[config.mk]
export PLATFORM = sky130hd
export DESIGN_NAME = bus_mux_arb_flat
export DESIGN_NICKNAME = d
export VERILOG_FILES = /design/src/rtl/bus_mux_arb_pkg.sv /design/src/rtl/bus_mux_arb_if.sv /design/src/rtl/bus_mux_arb_rr_arbiter.sv /design/src/rtl/bus_mux_arb.sv /design/src/flat_wrapper.sv
export SDC_FILE = /design/constraint.sdc
export NUM_CORES = 1
export LEC_CHECK = 0
export CORE_ASPECT_RATIO = 0.8
export CORE_MARGIN = 3
export CORE_UTILIZATION = 30
export DETAILED_ROUTE_END_ITERATION = 6
export PLACE_DENSITY = 0.73
export SLEW_MARGIN = 10
export SYNTH_ARGS = -nofsm -noshare
export SYNTH_HDL_FRONTEND = slang
export SYNTH_HIERARCHICAL = 1
export SYNTH_SLANG_ARGS = --single-unit
[constraint.sdc]
create_clock -name clk -period 4.5 [get_ports clk]
set_input_delay 1.35 -clock clk [delete_from_list [all_inputs] [get_ports clk]]
set_output_delay 1.35 -clock clk [all_outputs]
set_load 0.05 [all_outputs]
[src/rtl/bus_mux_arb_pkg.sv]
// Shared types and defaults for the bus_mux_arb serial bus multiplexer/arbiter.
// Holds the FSM encoding, the "no slave" select code and an index-width helper.
package bus_mux_arb_pkg;

    typedef enum logic [1:0] {
        ST_IDLE    = 2'd0,
        ST_BUSY    = 2'd1,
        ST_RELEASE = 2'd2
    } state_t;

    localparam int SEL_NONE = 0;

    localparam int DEF_NUM_MASTERS = 2;
    localparam int DEF_NUM_SLAVES  = 3;
    localparam int DEF_SEL_W       = 2;
    localparam int DEF_TIMEOUT     = 255;
    localparam int DEF_TO_W        = 8;

    // Width of an index into n items; a single item still needs one bit.
    function automatic int idx_w(input int n);
        return (n > 1) ? $clog2(n) : 1;
    endfunction

endpackage

[src/rtl/bus_mux_arb_if.sv]
// Bus bundle between serial masters, the bus_mux_arb multiplexer and serial slaves.
// Modports: master (master side), slave (slave side), mux (the multiplexer itself).
interface bus_mux_arb_if #(
    parameter int NUM_MASTERS = bus_mux_arb_pkg::DEF_NUM_MASTERS,
    parameter int NUM_SLAVES  = bus_mux_arb_pkg::DEF_NUM_SLAVES,
    parameter int SEL_W       = bus_mux_arb_pkg::DEF_SEL_W
) ();

    logic [NUM_MASTERS-1:0]       m_req;
    logic [NUM_MASTERS*SEL_W-1:0] m_slave_sel;
    logic [NUM_MASTERS-1:0]       m_master_valid;
    logic [NUM_MASTERS-1:0]       m_master_ready;
    logic [NUM_MASTERS-1:0]       m_tx_address;
    logic [NUM_MASTERS-1:0]       m_tx_data;
    logic [NUM_MASTERS-1:0]       m_write_en;
    logic [NUM_MASTERS-1:0]       m_read_en;
    logic [NUM_MASTERS-1:0]       m_rx_data;
    logic [NUM_MASTERS-1:0]       m_slave_valid;
    logic [NUM_MASTERS-1:0]       m_slave_ready;
    logic [NUM_MASTERS-1:0]       m_grant;
    logic [NUM_MASTERS-1:0]       m_error;

    logic [NUM_SLAVES-1:0]        s_master_valid;
    logic [NUM_SLAVES-1:0]        s_master_ready;
    logic [NUM_SLAVES-1:0]        s_rx_address;
    logic [NUM_SLAVES-1:0]        s_rx_data;
    logic [NUM_SLAVES-1:0]        s_write_en;
    logic [NUM_SLAVES-1:0]        s_read_en;
    logic [NUM_SLAVES-1:0]        s_tx_data;
    logic [NUM_SLAVES-1:0]        s_slave_valid;
    logic [NUM_SLAVES-1:0]        s_slave_ready;

    logic                         bus_busy;

    modport master (
        output m_req, m_slave_sel, m_master_valid, m_master_ready,
               m_tx_address, m_tx_data, m_write_en, m_read_en,
        input  m_rx_data, m_slave_valid, m_slave_ready, m_grant, m_error, bus_busy
    );

    modport slave (
        input  s_master_valid, s_master_ready, s_rx_address, s_rx_data,
               s_write_en, s_read_en,
        output s_tx_data, s_slave_valid, s_slave_ready
    );

    modport mux (
        input  m_req, m_slave_sel, m_master_valid, m_master_ready,
               m_tx_address, m_tx_data, m_write_en, m_read_en,
               s_tx_data, s_slave_valid, s_slave_ready,
        output m_rx_data, m_slave_valid, m_slave_ready, m_grant, m_error,
               s_master_valid, s_master_ready, s_rx_address, s_rx_data,
               s_write_en, s_read_en, bus_busy
    );

endinterface

[src/rtl/bus_mux_arb_rr_arbiter.sv]
// Round-robin arbiter: picks the first requester after the last served index.
// The pointer moves to the picked index whenever advance is asserted.
module rr_arbiter import bus_mux_arb_pkg::*; #(
    parameter int N = DEF_NUM_MASTERS,
    localparam int IDX_W = idx_w(N)
) (
    input  logic             clk,
    input  logic             rst,
    input  logic [N-1:0]     req,
    input  logic             advance,
    output logic [N-1:0]     grant,
    output logic [IDX_W-1:0] idx
);

    logic [IDX_W-1:0] last_q;
    logic             found;

    always_comb begin
        int j;
        j     = 0;
        grant = '0;
        idx   = '0;
        found = 1'b0;
        for (int k = 1; k <= N; k++) begin
            j = int'(last_q) + k;
            if (j >= N) j = j - N;
            if (!found && req[j]) begin
                found    = 1'b1;
                idx      = IDX_W'(j);
                grant[j] = 1'b1;
            end
        end
    end

    // Reset to the last index so that index 0 wins the first arbitration.
    always_ff @(posedge clk or negedge rst) begin
        if (!rst) begin
            last_q <= IDX_W'(N - 1);
        end else if (advance && found) begin
            last_q <= idx;
        end
    end

endmodule

[src/rtl/bus_mux_arb.sv]
// Parametrised serial bus multiplexer with round-robin arbitration, decode errors
// and a turnaround cycle. Optional inactivity timeout: define BUS_MUX_TIMEOUT_EN.
module bus_mux_arb import bus_mux_arb_pkg::*; #(
    parameter int NUM_MASTERS = DEF_NUM_MASTERS,
    parameter int NUM_SLAVES  = DEF_NUM_SLAVES,
    parameter int SEL_W       = DEF_SEL_W,
    parameter int TIMEOUT     = DEF_TIMEOUT,
    parameter int TO_W        = DEF_TO_W
) (
    input  logic       clk,
    input  logic       rst,
    bus_mux_arb_if.mux bus
);

    localparam int               IDX_W   = idx_w(NUM_MASTERS);
    localparam logic [SEL_W-1:0] SEL_MAX = SEL_W'(NUM_SLAVES);

    state_t                 state_q;
    logic [IDX_W-1:0]       mst_q;
    logic [SEL_W-1:0]       slv_q;
    logic [NUM_MASTERS-1:0] grant_q;
    logic [NUM_MASTERS-1:0] error_q;

    logic [NUM_MASTERS-1:0] arb_grant;
    logic [IDX_W-1:0]       arb_idx;
    logic [SEL_W-1:0]       arb_sel;
    logic                   arb_advance;
    logic                   sel_ok;
    logic                   routed;

    assign arb_advance = (state_q == ST_IDLE) && (|bus.m_req);

    rr_arbiter #(.N(NUM_MASTERS)) u_arb (
        .clk     (clk),
        .rst     (rst),
        .req     (bus.m_req),
        .advance (arb_advance),
        .grant   (arb_grant),
        .idx     (arb_idx)
    );

    assign arb_sel = bus.m_slave_sel[arb_idx*SEL_W +: SEL_W];
    assign sel_ok  = (arb_sel != SEL_W'(SEL_NONE)) && (arb_sel <= SEL_MAX);
    assign routed  = (state_q == ST_BUSY);

`ifdef BUS_MUX_TIMEOUT_EN
    logic [TO_W-1:0] idle_cnt_q;
    logic            activity;

    assign activity = bus.m_master_valid[mst_q] | bus.s_slave_valid[slv_q] |
                      bus.s_slave_ready[slv_q];
`endif

    // A master releasing its request wins over a timeout on the same edge.
    always_ff @(posedge clk or negedge rst) begin
        if (!rst) begin
            state_q    <= ST_IDLE;
            mst_q      <= '0;
            slv_q      <= '0;
            grant_q    <= '0;
            error_q    <= '0;
`ifdef BUS_MUX_TIMEOUT_EN
            idle_cnt_q <= '0;
`endif
        end else begin
            error_q <= '0;
            case (state_q)
                ST_IDLE: begin
`ifdef BUS_MUX_TIMEOUT_EN
                    idle_cnt_q <= '0;
`endif
                    if (|bus.m_req) begin
                        mst_q <= arb_idx;
                        if (sel_ok) begin
                            slv_q   <= arb_sel - SEL_W'(1);
                            grant_q <= arb_grant;
                            state_q <= ST_BUSY;
                        end else begin
                            error_q <= arb_grant;
                            state_q <= ST_RELEASE;
                        end
                    end
                end
                ST_BUSY: begin
                    if (!bus.m_req[mst_q]) begin
                        grant_q <= '0;
                        state_q <= ST_RELEASE;
                    end
`ifdef BUS_MUX_TIMEOUT_EN
                    else if (activity) begin
                        idle_cnt_q <= '0;
                    end else if (idle_cnt_q == TO_W'(TIMEOUT - 1)) begin
                        error_q    <= grant_q;
                        grant_q    <= '0;
                        idle_cnt_q <= '0;
                        state_q    <= ST_RELEASE;
                    end else begin
                        idle_cnt_q <= idle_cnt_q + TO_W'(1);
                    end
`endif
                end
                ST_RELEASE: begin
                    state_q <= ST_IDLE;
                end
                default: begin
                    state_q <= ST_IDLE;
                end
            endcase
        end
    end

    // Routing follows only the latched indices, so select changes mid-transaction are ignored.
    always_comb begin
        bus.s_master_valid = '0;
        bus.s_master_ready = '0;
        bus.s_rx_address   = '0;
        bus.s_rx_data      = '0;
        bus.s_write_en     = '0;
        bus.s_read_en      = '0;
        bus.m_rx_data      = '0;
        bus.m_slave_valid  = '0;
        bus.m_slave_ready  = '0;
        if (routed) begin
            bus.s_master_valid[slv_q] = bus.m_master_valid[mst_q];
            bus.s_master_ready[slv_q] = bus.m_master_ready[mst_q];
            bus.s_rx_address[slv_q]   = bus.m_tx_address[mst_q];
            bus.s_rx_data[slv_q]      = bus.m_tx_data[mst_q];
            bus.s_write_en[slv_q]     = bus.m_write_en[mst_q];
            bus.s_read_en[slv_q]      = bus.m_read_en[mst_q];
            bus.m_rx_data[mst_q]      = bus.s_tx_data[slv_q];
            bus.m_slave_valid[mst_q]  = bus.s_slave_valid[slv_q];
            bus.m_slave_ready[mst_q]  = bus.s_slave_ready[slv_q];
        end
    end

    assign bus.m_grant  = grant_q;
    assign bus.m_error  = error_q;
    assign bus.bus_busy = routed;

endmodule

[src/flat_wrapper.sv]
// flat-port wrapper written by rule: the top's interface ports become plain ports
module bus_mux_arb_flat import bus_mux_arb_pkg::*;
#(
    parameter int NUM_MASTERS = DEF_NUM_MASTERS,
    parameter int NUM_SLAVES  = DEF_NUM_SLAVES,
    parameter int SEL_W       = DEF_SEL_W,
    parameter int TIMEOUT     = DEF_TIMEOUT,
    parameter int TO_W        = DEF_TO_W
)
  (clk, rst, bus_m_req, bus_m_slave_sel, bus_m_master_valid, bus_m_master_ready, bus_m_tx_address, bus_m_tx_data, bus_m_write_en, bus_m_read_en, bus_s_tx_data, bus_s_slave_valid, bus_s_slave_ready, bus_m_rx_data, bus_m_slave_valid, bus_m_slave_ready, bus_m_grant, bus_m_error, bus_s_master_valid, bus_s_master_ready, bus_s_rx_address, bus_s_rx_data, bus_s_write_en, bus_s_read_en, bus_bus_busy);
  bus_mux_arb_if #(.NUM_MASTERS(NUM_MASTERS), .NUM_SLAVES(NUM_SLAVES), .SEL_W(SEL_W)) bus_i ();
  input  logic clk;
  input  logic rst;
  input wire logic [$bits(bus_i.m_req)-1:0] bus_m_req;
  input wire logic [$bits(bus_i.m_slave_sel)-1:0] bus_m_slave_sel;
  input wire logic [$bits(bus_i.m_master_valid)-1:0] bus_m_master_valid;
  input wire logic [$bits(bus_i.m_master_ready)-1:0] bus_m_master_ready;
  input wire logic [$bits(bus_i.m_tx_address)-1:0] bus_m_tx_address;
  input wire logic [$bits(bus_i.m_tx_data)-1:0] bus_m_tx_data;
  input wire logic [$bits(bus_i.m_write_en)-1:0] bus_m_write_en;
  input wire logic [$bits(bus_i.m_read_en)-1:0] bus_m_read_en;
  input wire logic [$bits(bus_i.s_tx_data)-1:0] bus_s_tx_data;
  input wire logic [$bits(bus_i.s_slave_valid)-1:0] bus_s_slave_valid;
  input wire logic [$bits(bus_i.s_slave_ready)-1:0] bus_s_slave_ready;
  output wire logic [$bits(bus_i.m_rx_data)-1:0] bus_m_rx_data;
  output wire logic [$bits(bus_i.m_slave_valid)-1:0] bus_m_slave_valid;
  output wire logic [$bits(bus_i.m_slave_ready)-1:0] bus_m_slave_ready;
  output wire logic [$bits(bus_i.m_grant)-1:0] bus_m_grant;
  output wire logic [$bits(bus_i.m_error)-1:0] bus_m_error;
  output wire logic [$bits(bus_i.s_master_valid)-1:0] bus_s_master_valid;
  output wire logic [$bits(bus_i.s_master_ready)-1:0] bus_s_master_ready;
  output wire logic [$bits(bus_i.s_rx_address)-1:0] bus_s_rx_address;
  output wire logic [$bits(bus_i.s_rx_data)-1:0] bus_s_rx_data;
  output wire logic [$bits(bus_i.s_write_en)-1:0] bus_s_write_en;
  output wire logic [$bits(bus_i.s_read_en)-1:0] bus_s_read_en;
  output wire logic [$bits(bus_i.bus_busy)-1:0] bus_bus_busy;
  assign bus_i.m_req = bus_m_req;
  assign bus_i.m_slave_sel = bus_m_slave_sel;
  assign bus_i.m_master_valid = bus_m_master_valid;
  assign bus_i.m_master_ready = bus_m_master_ready;
  assign bus_i.m_tx_address = bus_m_tx_address;
  assign bus_i.m_tx_data = bus_m_tx_data;
  assign bus_i.m_write_en = bus_m_write_en;
  assign bus_i.m_read_en = bus_m_read_en;
  assign bus_i.s_tx_data = bus_s_tx_data;
  assign bus_i.s_slave_valid = bus_s_slave_valid;
  assign bus_i.s_slave_ready = bus_s_slave_ready;
  assign bus_m_rx_data = bus_i.m_rx_data;
  assign bus_m_slave_valid = bus_i.m_slave_valid;
  assign bus_m_slave_ready = bus_i.m_slave_ready;
  assign bus_m_grant = bus_i.m_grant;
  assign bus_m_error = bus_i.m_error;
  assign bus_s_master_valid = bus_i.s_master_valid;
  assign bus_s_master_ready = bus_i.s_master_ready;
  assign bus_s_rx_address = bus_i.s_rx_address;
  assign bus_s_rx_data = bus_i.s_rx_data;
  assign bus_s_write_en = bus_i.s_write_en;
  assign bus_s_read_en = bus_i.s_read_en;
  assign bus_bus_busy = bus_i.bus_busy;
  bus_mux_arb #(.NUM_MASTERS(NUM_MASTERS), .NUM_SLAVES(NUM_SLAVES), .SEL_W(SEL_W), .TIMEOUT(TIMEOUT), .TO_W(TO_W)) u_core (.clk(clk), .rst(rst), .bus(bus_i));
endmodule
# Yosys cells after proc, flatten, opt, wreduce, memory -nomap -nowiden
# Cells that the tools add are included.
op_classes:
  add_sub_neg: 5
  magnitude_cmp: 11
  eq_ne: 4
  shift: 1
  muxes: 62
  bitwise: 10
  n_reduce_logical: 17
op_table:
  columns: ["op", "count"]
  rows:
  - ["$ge A32 B1 Y1 const B", 2]
  - ["$lt A32 B3 Y1 const B", 2]
  - ["$mux W32", 2]
  - ["$ge A32 B3 Y1 const B", 1]
  - ["$sub A32 B3 Y32 const B", 1]
  - ["$mux W1", 31]
  - ["$mux W2", 14]
  - ["$and A3 B3 Y3", 6]
  - ["$mux W3", 6]
  - ["$logic_and A1 B1 Y1", 8]
  - ["$pmux W2 S2", 2]
  - ["$and A2 B2 Y2", 3]
  - ["$bmux W1 S2", 3]
  - ["$ne A2 B2 Y1 const B", 2]
  - ["$reduce_and A2 Y1", 2]
  - ["$reduce_and A4 Y1", 1]
  - ["$reduce_bool A2 Y1", 2]
  - ["$shiftx A4 B3 Y2", 1]
  - ["$sub A3 B2 Y4 const B", 1]
  - ["$add A1 B2 Y3 const B", 1]
  - ["$demux W1 S1", 3]
  - ["$ge A3 B2 Y1 const B", 1]
  - ["$lt A2 B3 Y1 const B", 1]
  - ["$reduce_and A3 Y1", 1]
  - ["13 further kinds", 13]
word_totals:
  reg_bits: 10
  in_bits: 29
  out_inout_bits: 29
  word_cells: 116

# Depth between registers and ports, before layout
logic_depth:
  depth_word: 16
  ltp_mapped: 5

# Hierarchy
# The synthesis kept the hierarchy.
by_module_without_submodules:
  columns: ["module", "instances", "cells_each", "area_each_um2", "seq_area_each_um2"]
  rows:
  - ["bus_mux_arb", 1, 80, 688.2, 225.2]
  - ["rr_arbiter", 1, 7, 63.8, 26.3]

# Least setup slack after synthesis
# Ideal clock, no wire load.
synth_timing:
  path_kind: "input to output"
  start: "input port bus_s_tx_data[2]"
  end: "output port bus_m_rx_data[0]"
  arrival_ns: 2.591
  required_time_ns: 3.150
  path_slack_ns: 0.559
  path_stages: 3
  cell_sequence: "mux2i_1 a2bb2oi_1 nor3_1"
synth_via:
  elab_chain_len: 4
synth_lines:
  columns: ["element", "line", "text"]
  rows:
  - ["from (decl)", "flat_wrapper.sv:22", "input wire logic [$bits(bus_i.s_tx_data)-1:0] bus_s_tx_data;"]
  - ["$bmux W1 S2", "bus_mux_arb.sv:130", "bus.m_rx_data[mst_q] = bus.s_tx_data[slv_q];"]
  - ["$mux W1 (not written as such)", "bus_mux_arb.sv:130", null]
  - ["$and A2 B2 Y2 (no line)", null, null]
  - ["$mux W2", "bus_mux_arb.sv:123", "if (routed) begin"]
  - ["to (decl)", "flat_wrapper.sv:25", "output wire logic [$bits(bus_i.m_rx_data)-1:0] bus_m_rx_data;"]
# No other way between the ends. The select of a mux whose other input is x is not followed.

# Worst setup path after layout
# Ends and elaborated chain as after synthesis.

==> impl_metrics.yaml <==
status:
  run_status: "finished, final reports clean"
power:
  p_leak_nw: 0.6081
  pwr-share-clk_pct: 8.4
  p_switching_uw: 405.6
  sw_frac_of_total_pct: 53.72
  p_int_uw: 349.4
  seqPwrFrac_pct: 24.7
  power_density_nw_per_um2: 575.3
  comb_power_share_pct: 66.8
  ir_worst_vdd_mv: 0.1960
clock_tree:
  cts_setup_buffers: 0
  htree_levels: 1
  clock_sinks: 10
  clk_pin_slew_worst_paths_ns: 0.06
  cts_tree: "yes"
  clk_latency_ns: 0.27
  ctsRootBufferMaster: "clkbuf_4"
  cts_buffer_depth: 2
  ctsResizeCount: 0
  numCtsBuffers: 3
  cts_hold_buf: 0
logic_synthesis:
  synth.avg_cell_area_um2: 8.643
  synthAdderAreaFrac_pct: 1.664
  synth_top_area_share_pct: 29.95
  synth.most_common_cell: "nor2_1"
  synthFlopType: "dfrtp_1"
  synth_xor_area_share_pct: 0
  netlist_top_cells_count: "nor2_1, mux2i_1, dfrtp_1"
  synth-edff-count: 0
  yosysUniqueCellTypes: 31
  synth.ff_latch_count: 10
  synthesis.area_um2: 752.0
  synthTopCellsByArea: "dfrtp_1, mux2i_1, nor2_1"
  synth_nets: 117
  synthMuxAreaShare_pct: 20.47
  yosysWarnings: 6
  seq_area_frac_synth_pct: 33.44
  synth-simple-area-share_pct: 23.13
  syn_inst: 87
  synth_top_family_by_area: "simple AND/OR/NAND/NOR gates"
  async_reset_ff_share_pct: 100.0
  synth-compound-area-share_pct: 15.81
  yosysTopAreaCell: "dfrtp_1"
detailed_routing:
  drt-pass1-iter-count: 5
  drc: 0
  wl_per_cell_um: 12.87
  via_per_inst: 4.803
  drt_iter0_drc: 26
  drtAntennaViolNets: 0
  wl_um: 2290
  vias: 855
timing:
  setup_viol: 0
  slew_viol_final: 0
  fin_setup_tns_ns: 0
  tightest_slew_ns: 0.5610
  hold_viol: 0
  rsz0062_at_grt: "false"
  fmax_ghz: 0.2648
  period_share_pct: 83.91
  maxSlewHeadroom_pct: 62.60
  period_minus_slack_ns: 3.776
  fin_worst_skew_ns: 0.005348
critical_path:
  crit_arrival_ns: 2.43
  cp.required_ns: 3.15
  startpoint_type: "input port"
  critPathMaxFanout: 2
  crit_type: "in -> out"
  cp-end-kind: "primary output"
min_path:
  hold_class: "reg -> reg"
job:
  drv_cap: 0
layout:
  num_antenna_cells: 0
  drive_above_1_share_pct: 26.39
  final_cells: 178
  nets: 175
  area_growth_pct: 74.54
global_routing:
  grtUsageTotal_pct: 14.95
  antenna_found_initial: 0
  use_met3_pct: 4.370
  grt-busiest-layer: "met2"
  grt_pass1_vias: 784
  met2_usage_pct: 26.72
  met1_usage_pct: 17.05
  grt_max_degree: 13
  grt_overflow: 0
  grt_pass1_wl_um: 3484
placed_design:
  io_buffers: 57
  dp.cells: 174
  dp_hpwl_um: 1971
  gp_congestion: 0.7982
floorplanning:
  die-area_um2: 3147
  dieHeight_um: 50.78
  die_w_um: 61.98
  rows: 15
  ioPinCount: 58
  start_util_pct: 33.11
  core_um2: 2271
## final timing paths
check / slack (ns) / cells after the start / endpoint / from
worst max-delay path: 0.72 / 5 / bus_m_rx_data[0] / bus_s_tx_data[2]
worst min-delay path: 0.52 / 2 / u_core/bus.m_grant[1] / u_core/bus.m_grant[1]
worst max register to register: 2.35 / 5 / u_core/slv_q[0] / u_core/u_arb/last_q
worst min register to register: 0.52 / 2 / u_core/bus.m_grant[1] / u_core/bus.m_grant[1]
max in group asynchronous: 2.76 / 1 / u_core/u_arb/last_q / rst
min in group asynchronous: 1.39 / 1 / u_core/bus.m_grant[1] / rst
## cells in the final DEF (no fill, tap or decap)
master and n:
clkdlybuf4s50_1 33, buf_4 24, nor2_1 17, mux2i_1 12
dfrtp_1 9, nor2_2 6, inv_1 5, clkbuf_4 3
a2bb2oi_1 3, nor3_1 3, or3_1 2, and3_1 2
nand2_1 2, mux2_1 2, o2bb2ai_1 2, a21oi_1 2
a21boi_0 2, clkbuf_1 1, nand2b_2 1, inv_2 1
o21bai_1 1, nor2b_1 1, nor3_2 1, mux2_2 1
o32ai_1 1, a211oi_1 1, o21ai_0 1, a21o_1 1
ha_1 1, a21boi_1 1, a31oi_1 1, dfstp_2 1
## cell type report
cell class                 instances  area, um2
inverter                           6      22.52
sequential                        10      251.5
timing repair buffer              57      510.5
fill                             202      958.4
tap                               34      42.54
multi-input combinational         67      459.2
clock buffer                       4      26.28
## registers in the layout (all words and copies together), names as in the netlist
register and count:
u_core/bus.m_error 2, u_core/bus.m_grant 2, u_core/mst_q 1, u_core/slv_q 2, u_core/state_q 2, u_core/u_arb/last_q 1
## logic make-up after synthesis
logic type                 Yosys count
and+or+nand+nor                     35
muxes                               15
buffers and inverters               10
AOI/OAI and AO/OA                   16
adders and majority gates            1
DFF                                 10
## layer usage
metal  up-vias  part of all wire (%)
met1       390                    39
met2        43                    51
met3         3                   9.0
li1        419                     -
met4         0                  0.48
met5         -                     0
## power groups by stage
stage / sequential (mW) / clock (mW) / combinational [mW]
final: 0.187 / 0.0637 / 0.505
after floorplan: 0.183 / 0 / 0.363
after global routing: 0.194 / 0.0714 / 0.541
after global placement: 0.185 / 0 / 0.499
after detailed placement: 0.189 / 0 / 0.507
after CTS: 0.187 / 0.0663 / 0.507
## through the flow
stage | hold slack [ns] | total power [mW] | cell area, um2 | setup WS [ns] | util, %
after floorplan | 0.4762 | 0.5455 | 752.0 | 0.5587 | -
final | 0.5191 | 0.7551 | 1313 | 0.7241 | 57.80
after global placement | 0.4939 | 0.6845 | 1286 | 0.7494 | 56.64
after global routing | 0.5525 | 0.8065 | 1313 | 0.6478 | 57.80
after CTS | 0.5212 | 0.7611 | 1313 | 0.7140 | 57.80
after detailed placement | 0.5117 | 0.6959 | 1286 | 0.7138 | 56.64
## critical path, cell delays in order
cell and delay [ns]:
clkdlybuf4s50_1 0.45, mux2i_1 0.07, a2bb2oi_1 0.15, nor3_1 0.17, buf_4 0.23
No activity file was read; power rests on OpenSTA's default activity.
